==> config.mk <==
export PLATFORM = sky130hd
export DESIGN_NAME = data_mem_arbiter
export DESIGN_NICKNAME = d
export VERILOG_FILES = /design/src/rtl/data_mem_arbiter_pkg.sv /design/src/rtl/data_mem_arbiter_starve_counter.sv /design/src/rtl/data_mem_arbiter.sv
export SDC_FILE = /design/constraint.sdc
export NUM_CORES = 1
export LEC_CHECK = 0
export CORE_UTILIZATION = 32
export DETAILED_ROUTE_END_ITERATION = 12
export PLACE_DENSITY = 0.81
export RECOVER_POWER = 50
export SLEW_MARGIN = 20
export SYNTH_ARGS = -nofsm -noshare
export SYNTH_HDL_FRONTEND = slang
export SYNTH_SLANG_ARGS = --single-unit
==> constraint.sdc <==
create_clock -name clk -period 1.45 [get_ports clk]
set_input_delay 0.145 -clock clk [delete_from_list [all_inputs] [get_ports clk]]
set_output_delay 0.145 -clock clk [all_outputs]
set_load 0.05 [all_outputs]
==> src/rtl/data_mem_arbiter_pkg.sv <==
// Shared definitions for the data memory arbiter: default widths and the
// port-owner encoding that downstream stall gating also decodes.
package data_mem_arbiter_pkg;

  localparam int ADDR_W_DEF   = 8;
  localparam int DATA_W_DEF   = 8;
  localparam int STARVE_CNT_W = 4;  // wide enough for a limit of up to 15

  typedef enum logic {
    OWNER_CPU  = 1'b0,
    OWNER_HOST = 1'b1
  } owner_e;

endpackage

==> src/rtl/data_mem_arbiter_starve_counter.sv <==
// Counts consecutive ungranted host request cycles and raises a registered
// starve flag once the limit is reached, forcing the next host grant.
module data_mem_arbiter_starve_counter
  import data_mem_arbiter_pkg::*;
#(
  parameter int STARVE_LIMIT = 3
) (
  input  logic clk,
  input  logic reset,
  input  logic host_req,
  input  logic host_gnt,
  output logic starve
);

  localparam logic [STARVE_CNT_W-1:0] LIMIT = STARVE_CNT_W'(STARVE_LIMIT);

  logic [STARVE_CNT_W-1:0] wait_cnt;
  logic [STARVE_CNT_W-1:0] wait_cnt_nxt;

  always_comb begin
    wait_cnt_nxt = '0;
    if (host_req && !host_gnt) begin
      if (wait_cnt == LIMIT) wait_cnt_nxt = LIMIT;
      else                   wait_cnt_nxt = wait_cnt + 1'b1;
    end
  end

  // Any grant (idle or forced) clears the count, so a steal lasts one cycle.
  always_ff @(posedge clk) begin
    if (reset) begin
      wait_cnt <= '0;
      starve   <= 1'b0;
    end else begin
      wait_cnt <= wait_cnt_nxt;
      starve   <= (wait_cnt_nxt == LIMIT);
    end
  end

endmodule

==> src/rtl/data_mem_arbiter.sv <==
// Single-port data memory arbiter: CPU has priority, host is served when the
// CPU is idle or by a one-cycle forced steal after a starvation limit.
module data_mem_arbiter
  import data_mem_arbiter_pkg::*;
#(
  parameter int ADDR_W       = ADDR_W_DEF,
  parameter int DATA_W       = DATA_W_DEF,
  parameter int STARVE_LIMIT = 3,
  parameter int CNT_W        = 8
) (
  input  logic              clk,
  input  logic              reset,
  input  logic              cpu_req,
  input  logic              cpu_we,
  input  logic [ADDR_W-1:0] cpu_addr,
  input  logic [DATA_W-1:0] cpu_wdata,
  output logic [DATA_W-1:0] cpu_rdata,
  output logic              cpu_stall,
  input  logic              host_req,
  input  logic              host_we,
  input  logic [ADDR_W-1:0] host_addr,
  input  logic [DATA_W-1:0] host_wdata,
  output logic              host_gnt,
  output logic [DATA_W-1:0] host_rdata,
  output logic              host_rvalid,
  output logic [ADDR_W-1:0] mem_address,
  output logic [DATA_W-1:0] mem_data_in,
  output logic              mem_write_enable,
  input  logic [DATA_W-1:0] mem_data_out,
  output logic [CNT_W-1:0]  conflict_count
);

  logic   starve;
  owner_e owner;

  data_mem_arbiter_starve_counter #(
    .STARVE_LIMIT (STARVE_LIMIT)
  ) u_starve (
    .clk      (clk),
    .reset    (reset),
    .host_req (host_req),
    .host_gnt (host_gnt),
    .starve   (starve)
  );

  assign host_gnt  = !reset && host_req && (!cpu_req || starve);
  assign cpu_stall = !reset && cpu_req && host_gnt;
  assign owner     = host_gnt ? OWNER_HOST : OWNER_CPU;
  assign cpu_rdata = mem_data_out;

  // Exactly one port drives the memory; a stolen CPU store is simply dropped.
  always_comb begin
    mem_address      = cpu_addr;
    mem_data_in      = cpu_wdata;
    mem_write_enable = 1'b0;
    if (owner == OWNER_HOST) begin
      mem_address      = host_addr;
      mem_data_in      = host_wdata;
      mem_write_enable = host_we;
    end else if (!reset) begin
      mem_write_enable = cpu_req && cpu_we;
    end
  end

  always_ff @(posedge clk) begin
    if (reset) begin
      host_rdata     <= '0;
      host_rvalid    <= 1'b0;
      conflict_count <= '0;
    end else begin
      host_rvalid <= host_gnt && !host_we;
      if (host_gnt && !host_we) host_rdata <= mem_data_out;
      if (cpu_stall && (conflict_count != {CNT_W{1'b1}}))
        conflict_count <= conflict_count + CNT_W'(1);
    end
  end

endmodule

==> results by group <==
Final layout
  – Layout cells sized above 1: around 47%
  – Fin area: about 0.0027 mm^2
  – Post-route insts no fill: between 200 and 300
  – Fillers: ~310
  – # nets final: approximately 270
  – Antenna Cells: 0
  – Synthesis-to-layout area growth: 101%

Critical path
  – Setup slack, reg-to-reg: -0.09 ns
  – Buf/Inv on CP: 3
  – Worst EP required: ~1.3 ns
  – Critical Path Source Type: register
  – Crit path DAT: approximately 1.7 ns
  – CP cell instances: nor2b_4 > nor3b_4 > buf_6 > buf_12 > mux2_4 > buf_8
  – Dominant delay contributor by cell family on the critical path: buffers and inverters
  – CP Capture Type: primary output
  – Slowest cell delay on critical path: between 0.3 and 0.4 ns
  – Critical path class: reg -> out
  – Slowest CP cell: dfxtp_4
  – Worst-path maximum fanout: 8

CTS
  – Later-pin clock latency in the skew report: 0.27 ns
  – Hold_buf cts: 0
  – TritonCTS clock tree: done
  – Clk pin slew, worst setup/hold paths: roughly 0.080 ns
  – CTS Sinks: 22
  – CTS max path bufs: 2
  – CTS Root Cell: clkbuf_8
  – # H-tree levels: 1
  – Num CTS Buffers: 3

Detailed routing
  – Vias/cell: about 4.5
  – Via count: between 1000 and 1500
  – DRC Markers: 0
  – Post-DR wirelength/cell: around 15 um
  – Drt pass-1 iters: 4
  – Final wirelength: ~4000 um
  – Final ANT Viol Nets: 0
  – Initial DRC Count: 24

STA
  – Tmin final: approximately 1.8 ns
  – RSZ-0062 raised after global routing: true
  – Final period utilization: 124%
  – Hold Vio Cnt, Final: 0
  – Fin Setup TNS: -5.65 ns
  – Setup WS post-layout: -0.343 ns
  – Max-slew violations: 0
  – Max-slew headroom: around 58%
  – Least-Margin Pin Slew: between 0.6 and 0.7 ns
  – Fmax: around 0.56 GHz
  – Skew final: roughly 0.00075 ns
  – Final setup fails: 27

Synth
  – Syn. warnings: 0
  – Largest cells by area after synthesis: dfxtp_1 (33%), mux2_4 (18%), mux2_2 (7.5%), nor2b_1 (4.6%), xor2_1 (4.5%)
  – Mapped Nets: roughly 170
  – Gate Count Post-Synth: about 120
  – Count of flip-flops with a built-in enable after synthesis: 0
  – Leading register cell type out of synthesis: dfxtp_1
  – Synth Cell Area: about 0.0013 mm^2
  – Most frequent cells after synthesis: dfxtp_1 (22), mux2_4 (16), nor2_1 (11), nor2b_1 (10), mux2_2 (9)
  – Top cell type's share of synthesized area: about a third
  – Synth Register Bits: 22
  – Cell with the most instances after synthesis: dfxtp_1
  – Synth area leader: dfxtp_1
  – Syn_area_per_cell: approximately 11 um^2
  – Sequential share of the synthesized area: about 33%
  – Async S/R FF share, synth: 0%
  – Synth cell types: 35

Placement
  – Setup slack at placement: -0.465 ns
  – Area after DPL: between 0.002 and 0.0025 mm^2
  – DP Wirelength: between 2000 and 3000 um
  – Placed cell count: roughly 260
  – # port buffers: around 90
  – Placer Congestion: ~0.72

Pwr
  – Total Power: roughly 1.8 mW
  – P per Cell Area: between 600 and 700 mW/mm^2
  – P_leak: 1.17 nW
  – Worst IR Drop VDD: between 0.0004 and 0.0005 V

Floorplan
  – Die W: 66.9 um
  – Total die area: 0.00447 mm^2
  – IO Count: 90
  – Initial Util: between 30% and 40%
  – Core ar.: approximately 0.0040 mm^2
  – Die Y: 66.9 um
  – Row count: 23

Global routing
  – Vias in the first global route: approximately 1200
  – Total congestion overflow: 0
  – Initial antenna violation count: 0
  – Largest net degree at the start of global routing: 17
  – First-pass GRT wire length: 5820 um
  – GRT Total Usage: 17.7%

Min path
  – Worst min-delay path class: in -> reg

Run status
  – Failing checks: setup timing
  – Status: finished with violations

Run
  – Maxcap violations: 0
-- worst paths after layout --
check	end	from	cells after the start
max	mem_address[1]	u_starve.starve$_SDFF_PP0_	6
min	conflict_count[1]$_SDFFE_PP0P_	reset	3
max reg2reg	host_rdata[0]$_SDFFE_PP0P_	u_starve.starve$_SDFF_PP0_	6
min reg2reg	conflict_count[1]$_SDFFE_PP0P_	conflict_count[1]$_SDFFE_PP0P_	2
-- metal layers --
layer | wire length [um] | vias up | global-route usage (%)
met1 | 1690 | 588 | 23.3
met2 | 2150 | 32 | 27.9
met3 | 161 | 4 | 4.79
met5 | 0 | - | 0
met4 | 42 | 0 | 4.79
li1 | - | 626 | -
-- registers in the layout, indices dropped and copies added, names as in the netlist --
signal / flops
host_rdata: 8
u_starve.wait_cnt: 4
u_starve.starve: 1
conflict_count: 8
host_rvalid: 1
-- per-stage QoR --
| stage | util (%) | hold slack, ns |
|---|---|---|
| global route | 67.3 | 0.488 |
| floorplan | - | 0.288 |
| CTS | 68.2 | 0.479 |
| detailed placement | 61.2 | 0.509 |
| global placement | 61.2 | 0.500 |
| finish | 67.3 | 0.484 |
-- placed cells by master (no fill, tap or decap), types with 3 or more instances in the layout --
| cell type | instances |
|---|---|
| clkdlybuf4s50_1 | 37 |
| mux2_4 | 25 |
| buf_12 | 20 |
| buf_4 | 19 |
| clkbuf_1 | 12 |
| nor2_1 | 11 |
| dfxtp_1 | 11 |
| nor2b_1 | 10 |
| buf_8 | 9 |
| xor2_1 | 7 |
| dfxtp_4 | 7 |
| dlygate4sd3_1 | 6 |
| buf_6 | 6 |
| dfxtp_2 | 4 |
| nand3_1 | 3 |
| clkbuf_8 | 3 |
-- where the power goes --
part | switching, mW | leakage (nW) | internal [mW] | total, mW
clock | 0.208 | 0.0339 | 0.300 | 0.508
combinational | 0.333 | 0.946 | 0.374 | 0.707
sequential | 0.00609 | 0.186 | 0.602 | 0.608
total | 0.548 | 1.17 | 1.28 | 1.82
-- logic make-up after synthesis --
family | synth area share [%]
fa+ha+maj | 1.86
simple gates | 19.2
flops | 32.7
buf+inv | 9.75
compound gates | 5.85
xor+xnor | 4.55
mux | 26.1
-- worst register-to-register path: stages, from the launching register on --
cell       delay [ns]
dfxtp_4          0.37
nor2b_4          0.04
nor3b_4          0.21
buf_6            0.15
nor2b_4          0.21
clkbuf_16        0.17
mux2_4           0.29
-- what timing repair did --
action | 4_1_cts | 5_1_grt
resized for setup | 37 | 7
pin swaps | 4 | 2
setup endpoints to repair | 27 | 31
buffers inserted | 5 | 4
gates cloned | 2 | 0
-- final cells by class --
class	instances	area (um^2)	area share [%]
multi-input cells	87	848	31.3
well taps	50	62.6	2.31
flip-flops and latches	22	472	17.4
repair buffers	112	1260	46.6
clock buffers	4	66.3	2.44
Note: power is estimated with default switching activity, not from simulation.
